`src/rtl/add_share_arbiter.sv`:
```
// add_share_arbiter
//   Round-robin arbiter/sequencer sharing one combinational adder among
//   REQ_NUM requesters. One operation at a time: IDLE samples req and
//   latches the winner's operands, CALC registers the adder result, RESP
//   holds the response until rsp_ready.
// Ports:
//   clk, reset        clock, async active-low reset
//   req               per-requester level request
//   a_in, b_in        packed operands, requester i at [i*BIT_NUM +: BIT_NUM]
//   gnt               one-hot grant pulse (one cycle)
//   add_a, add_b      operands to the shared adder (registered)
//   add_o, add_c      sum/carry back from the shared adder
//   rsp_valid         one-hot response valid, held until rsp_ready
//   rsp_ready         response accepted
//   rsp_o, rsp_c      registered sum/carry
//   rsp_id            index of responding requester
//   busy              state != IDLE
//   op_cnt            completed handshakes, wrapping

// Per-requester operand gate: passes operands only for the selected lane so
// the winner's operands can be picked with a plain OR reduction.
module asa_lane #(
  parameter int BIT_NUM = 4
) (
  input  logic               sel,
  input  logic [BIT_NUM-1:0] a,
  input  logic [BIT_NUM-1:0] b,
  output logic [BIT_NUM-1:0] a_sel,
  output logic [BIT_NUM-1:0] b_sel
);
  assign a_sel = a & {BIT_NUM{sel}};
  assign b_sel = b & {BIT_NUM{sel}};
endmodule

module add_share_arbiter #(
  parameter int BIT_NUM = 4,
  parameter int REQ_NUM = 4,
  parameter int IDX_BIT = 2,
  parameter int CNT_BIT = 8
) (
  input  logic                       clk,
  input  logic                       reset,
  input  logic [REQ_NUM-1:0]         req,
  input  logic [REQ_NUM*BIT_NUM-1:0] a_in,
  input  logic [REQ_NUM*BIT_NUM-1:0] b_in,
  output logic [REQ_NUM-1:0]         gnt,
  output logic [BIT_NUM-1:0]         add_a,
  output logic [BIT_NUM-1:0]         add_b,
  input  logic [BIT_NUM-1:0]         add_o,
  input  logic                       add_c,
  output logic [REQ_NUM-1:0]         rsp_valid,
  input  logic                       rsp_ready,
  output logic [BIT_NUM-1:0]         rsp_o,
  output logic                       rsp_c,
  output logic [IDX_BIT-1:0]         rsp_id,
  output logic                       busy,
  output logic [CNT_BIT-1:0]         op_cnt
);

  typedef enum logic [1:0] {IDLE, CALC, RESP} state_t;

  state_t state, state_nxt;

  logic [IDX_BIT-1:0] ptr;
  logic [IDX_BIT-1:0] win;
  logic [IDX_BIT-1:0] scan_idx;
  logic               win_vld;
  logic [REQ_NUM-1:0] win_oh;

  logic [REQ_NUM-1:0][BIT_NUM-1:0] a_lanes, b_lanes, a_msk, b_msk;
  logic [BIT_NUM-1:0] a_pick, b_pick;
  logic [BIT_NUM-1:0] op_a, op_b;

  assign a_lanes = a_in;
  assign b_lanes = b_in;

  // Rotating search starting at ptr; IDX_BIT-wide addition wraps modulo
  // REQ_NUM because REQ_NUM == 2**IDX_BIT.
  always_comb begin
    win      = '0;
    win_vld  = 1'b0;
    scan_idx = '0;
    for (int k = 0; k < REQ_NUM; k++) begin
      scan_idx = ptr + IDX_BIT'(k);
      if (!win_vld && req[scan_idx]) begin
        win     = scan_idx;
        win_vld = 1'b1;
      end
    end
  end

  assign win_oh = win_vld ? (REQ_NUM'(1) << win) : '0;

  generate
    for (genvar i = 0; i < REQ_NUM; i++) begin : g_lane
      asa_lane #(.BIT_NUM(BIT_NUM)) u_lane (
        .sel   (win_oh[i]),
        .a     (a_lanes[i]),
        .b     (b_lanes[i]),
        .a_sel (a_msk[i]),
        .b_sel (b_msk[i])
      );
    end
  endgenerate

  always_comb begin
    a_pick = '0;
    b_pick = '0;
    for (int i = 0; i < REQ_NUM; i++) begin
      a_pick = a_pick | a_msk[i];
      b_pick = b_pick | b_msk[i];
    end
  end

  // State register
  always_ff @(posedge clk or negedge reset) begin
    if (!reset) state <= IDLE;
    else        state <= state_nxt;
  end

  // Next-state logic
  always_comb begin
    state_nxt = state;
    case (state)
      IDLE:    if (win_vld)   state_nxt = CALC;
      CALC:                   state_nxt = RESP;
      RESP:    if (rsp_ready) state_nxt = IDLE;
      default:                state_nxt = IDLE;
    endcase
  end

  // Datapath registers
  always_ff @(posedge clk or negedge reset) begin
    if (!reset) begin
      ptr       <= '0;
      gnt       <= '0;
      rsp_valid <= '0;
      rsp_o     <= '0;
      rsp_c     <= 1'b0;
      rsp_id    <= '0;
      op_a      <= '0;
      op_b      <= '0;
      op_cnt    <= '0;
    end else begin
      case (state)
        IDLE: if (win_vld) begin
          op_a   <= a_pick;
          op_b   <= b_pick;
          rsp_id <= win;
          gnt    <= win_oh;
        end
        CALC: begin
          rsp_o     <= add_o;
          rsp_c     <= add_c;
          gnt       <= '0;
          rsp_valid <= REQ_NUM'(1) << rsp_id;
        end
        RESP: if (rsp_ready) begin
          rsp_valid <= '0;
          // Requester just served drops to lowest priority.
          ptr       <= rsp_id + IDX_BIT'(1);
          op_cnt    <= op_cnt + CNT_BIT'(1);
        end
        default: ;
      endcase
    end
  end

  assign add_a = op_a;
  assign add_b = op_b;
  assign busy  = (state != IDLE);

endmodule

```
`config.mk`:
```
export PLATFORM = sky130hd
export DESIGN_NAME = add_share_arbiter
export DESIGN_NICKNAME = d
export VERILOG_FILES = /design/src/rtl/add_share_arbiter.sv
export SDC_FILE = /design/constraint.sdc
export NUM_CORES = 1
export LEC_CHECK = 0
export CORE_MARGIN = 1
export CORE_UTILIZATION = 43
export DETAILED_ROUTE_END_ITERATION = 16
export MAX_ROUTING_LAYER = met4
export PLACE_DENSITY_LB_ADDON = 0.15
export SETUP_SLACK_MARGIN = 0.05
export SYNTH_ARGS = -nofsm -noshare
export SYNTH_HDL_FRONTEND = slang
export SYNTH_HIERARCHICAL = 1
export SYNTH_SLANG_ARGS = --single-unit
export TNS_END_PERCENT = 5
```
`constraint.sdc`:
```
create_clock -name clk -period 1.78 [get_ports clk]
set_input_delay 0.534 -clock clk [delete_from_list [all_inputs] [get_ports clk]]
set_output_delay 0.534 -clock clk [all_outputs]
set_load 0.01 [all_outputs]
```
After elaboration in Yosys (flattened, before gate mapping)
Cells that the tools add are included.

Add/sub/neg operators: 5. $lt $le $gt $ge: 4. Equality and inequality tests: 4. Shift-type cells: 2. Mux-type cells: 24. Bitwise logic cells: 14. Reduce and logical (&&, ||, !) cells: 15.

Operator list (count): $and 4x4->4 (8); $or 4x4->4 (6); $pmux 4 s2 (2); $lt 2x3->1 const B (4); $mux 2 (6); $mux 4 (3); $reduce_and 2->1 (5); $add 8x1->8 const B (1); $bmux 1 s2 (4); $mux 1 (8); $shl 1x2->4 const A (2); $pmux 2 s3 (1); $reduce_bool 2->1 (3); $add 2x1->2 const B (2); $add 2x2->2 const B (2); $ne 2x2->1 const B (2); $logic_and 1x1->1 (3); $logic_not 1->1 (3); $eq 2x1->1 const B (1); $eq 2x2->1 const B (1); $logic_not 2->1 (1).

Flip-flop bits (word level): 35. Input port bits: 44. Logic and storage cells: 78.

Logic depth before layout (Yosys ltp)
Word-level depth: 18. Gate-level depth with buffers: 7. Depth with buffers taken out: 7.

Hierarchy
Netlist, hierarchy kept.

By module, submodules not included: add_share_arbiter (instances 1, cells each 167, area an instance 1636.6 um^2); asa_lane (instances 4, cells each 8, area an instance 50.0 um^2).

Least setup slack after synthesis
Ideal clock, no wire load.

Kind: input-to-reg. From: input port req[1]. To: register op_a[0], in the netlist add_a[0]. Arrival: 1676 ps. Data required time: 1655 ps. Slack: -22 ps. Stages: 7. Path buffers: 0. Cells stage by stage: nand2b_1 a21o_1 a2bb2oi_1 nor2_1 and2_1 nor4_1 o21ai_1.

RTL lines: start, declared (RTL line 43) `input logic [REQ_NUM-1:0] req,`; end signal, assigned (RTL line 147) `op_a <= a_pick;`; end, declared (RTL line 72) `logic [BIT_NUM-1:0] op_a, op_b;`.

==> run metrics <==
status=complete, no violations; Routed Antenna Nets=0; crit start category=primary input; Placed Cells=~340; grt total ovfl=0; Top FF cell, synth=dfrtp_1; Setup crit start=req[1]; Clock Skew=0.00533 ns; worst min path class=primary input to asynchronous set/reset pin; WP data required=1.94 ns; chip width=67.4 microns; Period minus WS final=1.74 ns; pin count of the biggest net entering global routing=30; drt total wl=4.74 mm; antenna violations before repair=0; fraction of layout cells with a size suffix above 1=a little under a quarter; synth cell count leaders=nand2_1, dfrtp_1, and2_1, nand3_1, nor2_1; DPL Wire Length=3.43 mm; filler cell count=299; Hold Slack=0.146 ns; number of synthesized flops with an enable pin=0; layout net count=345; CP max FO=8; R2R Setup Slk=~0.09 ns; GP Congestion=0.926; Reg-to-Reg Start=ptr[0]$_DFFE_PN0P_; Die Y=just under 70 microns; Setup Viol. Count Final=0; leading area contributor after synthesis=dfrtp_1; fin cells=~350; root buffer cell=clkbuf_8; worst r2r dst=add_b[0]$_DFFE_PN0P_; Setup TNS=0 ns; Util after Layout=around 75%; Inserted Clock Buffers=5; Post-Syn Area=1840 sq um; Worst VDD drop=0.669 mV; H-tree depth=2; P_leak=1.58 nW; top post-synthesis cells by area=dfrtp_1, and2_1, nand2_1; Hold Vio Cnt, Final=0; most frequent cell after synthesis=nand2_1; vias in the first global route=around 1600; Tcrit/Tclk final=between 90 and 100%; Clock transition at path regs=0.07 ns; synth warn=6; Power Total=about 0.0043 W; clock latency on the worst-skew pair=0.29 ns; Syn Area/Cell=roughly 9 sq um; unrepaired setup endpoints after global routing=yes; Starting Density=45.3%; first-pass GRT wire length=7.19 mm; DR vias=1734; Max Slew Vio Count=0; Max-Cap Viols=0; count of input and output buffers=75; CTS tree=done; DRT iter0 DRCs=85; Slew headroom=roughly two thirds; Crit path arrival time=1.91 ns; post-synth cell types=32; R2R depth=8; register area share after synthesis=a little under half; area growth from synthesis to layout=65.3%; top cell type's share of synthesized area=47.7%; vias per cell=5.01; syn nets=248; WL per Instance=13.7 microns; clk sinks=35; Async S/R FF share, synth=100%; diode count=0; cell count after synthesis=199; clk buf depth=2; full die area=4540 sq um; CP Class=primary input to flip-flop; first-pass iteration count of the detailed router=6; GRT Overall Usage=between 20% and 30%; Max Fclk=between 500 and 600 MHz; drc violations=0; Seq cells post-synth=35; Rows=23; hold_buf cts=0; worst slew pin tran=0.511 ns; capturing element type of the critical path=flip-flop; core area=4060 sq um; io pins=76; pwr/cell area=1410 nW/um^2
[placed cells by master, fill, tap and decap left out, types with 2 or more instances in the layout]
| master | instances |
|---|---|
| nor2_2 | 3 |
| dlygate4sd2_1 | 20 |
| buf_12 | 2 |
| dfrtp_2 | 2 |
| nor2_1 | 5 |
| nand4_1 | 2 |
| a21oi_4 | 2 |
| buf_4 | 19 |
| clkbuf_8 | 6 |
| o21ai_1 | 6 |
| inv_1 | 5 |
| dfrtp_1 | 33 |
| ha_1 | 5 |
| nand3_1 | 11 |
| o31ai_1 | 2 |
| nand2_1 | 41 |
| xnor2_1 | 6 |
| o31ai_2 | 2 |
| o21ai_0 | 4 |
| clkdlybuf4s50_1 | 38 |
| nand2b_4 | 3 |
| and2_1 | 31 |
| buf_2 | 3 |
| nor4_2 | 6 |
| o21ai_2 | 3 |
| nand2b_1 | 2 |
| dlymetal6s2s_1 | 12 |
[layer usage]
metal / wire length (microns) / GRT usage, %
met5: 0 / -
met4: 125 / 9.57
met3: 256 / 5.57
met2: 2400 / 35.9
met1: 1960 / 26.4
[final cells by class]
cell class	instances	area, sq um	area share [%]
clock inverters	1	5.00	0.165
repair buffers	96	920	30.3
well taps	50	62.6	2.06
inverters	6	22.5	0.742
flip-flops and latches	35	878	28.9
clock buffers	6	82.6	2.72
multi-input cells	152	1060	35.1
[critical path, cell delays in order]
cell,delay [ns]
clkdlybuf4s15_2,0.21
nand2b_4,0.17
a21o_4,0.21
a2bb2oi_4,0.16
nor2_4,0.08
and2_1,0.15
nor4_2,0.28
o21ai_1,0.11
[state kept, by name (all words and copies together), names as in the netlist]
name       flops
state          2
add_a          4
op_cnt         8
rsp_o          4
add_b          4
gnt            4
rsp_valid      4
ptr            2
rsp_id         2
rsp_c          1
[cell families (layout without fill, tap and decap cells)]
family | count (synthesis) | after routing | share of synthesized area (%)
XOR/XNOR | 7 | 7 | 3.34
buffers and inverters | 12 | 109 | 3.47
adder cells (fa/ha/maj) | 5 | 5 | 3.41
AO/OA/AOI/OAI | 28 | 28 | 11.1
AND/OR/NAND/NOR | 112 | 112 | 31.0
flip-flops | 35 | 35 | 47.7
[per-stage QoR]
| step | instance area (sq um) | setup WS [ns] |
|---|---|---|
| after global placement | 2760 | -0.558 |
| after floorplan | 1850 | 0.0521 |
| final | 3040 | 0.0352 |
| after global routing | 3040 | -0.0172 |
| after detailed placement | 2760 | -0.669 |
| after CTS | 2930 | 0.0450 |
[where the power goes]
part	total, W	internal [W]	switching (W)
registers	0.00138	0.00113	0.000255
logic	0.00232	0.00120	0.00112
clock network	0.000571	0.000303	0.000268
total	0.00427	0.00263	0.00164
[worst max path at each step]
| stage | slack, ns | cells after the start | endpoint |
|---|---|---|---|
| floorplan | 0.05 | 7 | add_a[0]$_DFFE_PN0P_ |
| global placement | -0.56 | 8 | add_a[0]$_DFFE_PN0P_ |
| detailed placement | -0.67 | 8 | add_b[0]$_DFFE_PN0P_ |
| CTS | 0.05 | 8 | add_b[0]$_DFFE_PN0P_ |
| global route | -0.02 | 8 | add_a[2]$_DFFE_PN0P_ |
| finish | 0.04 | 8 | add_b[0]$_DFFE_PN0P_ |
[timing repair]
item                       4_1_cts  5_1_grt
resized for setup               53       24
buffers inserted                 1        3
setup endpoints to repair       32       21
pin swaps                        7        6
Power figures use the tool's default switching activity.
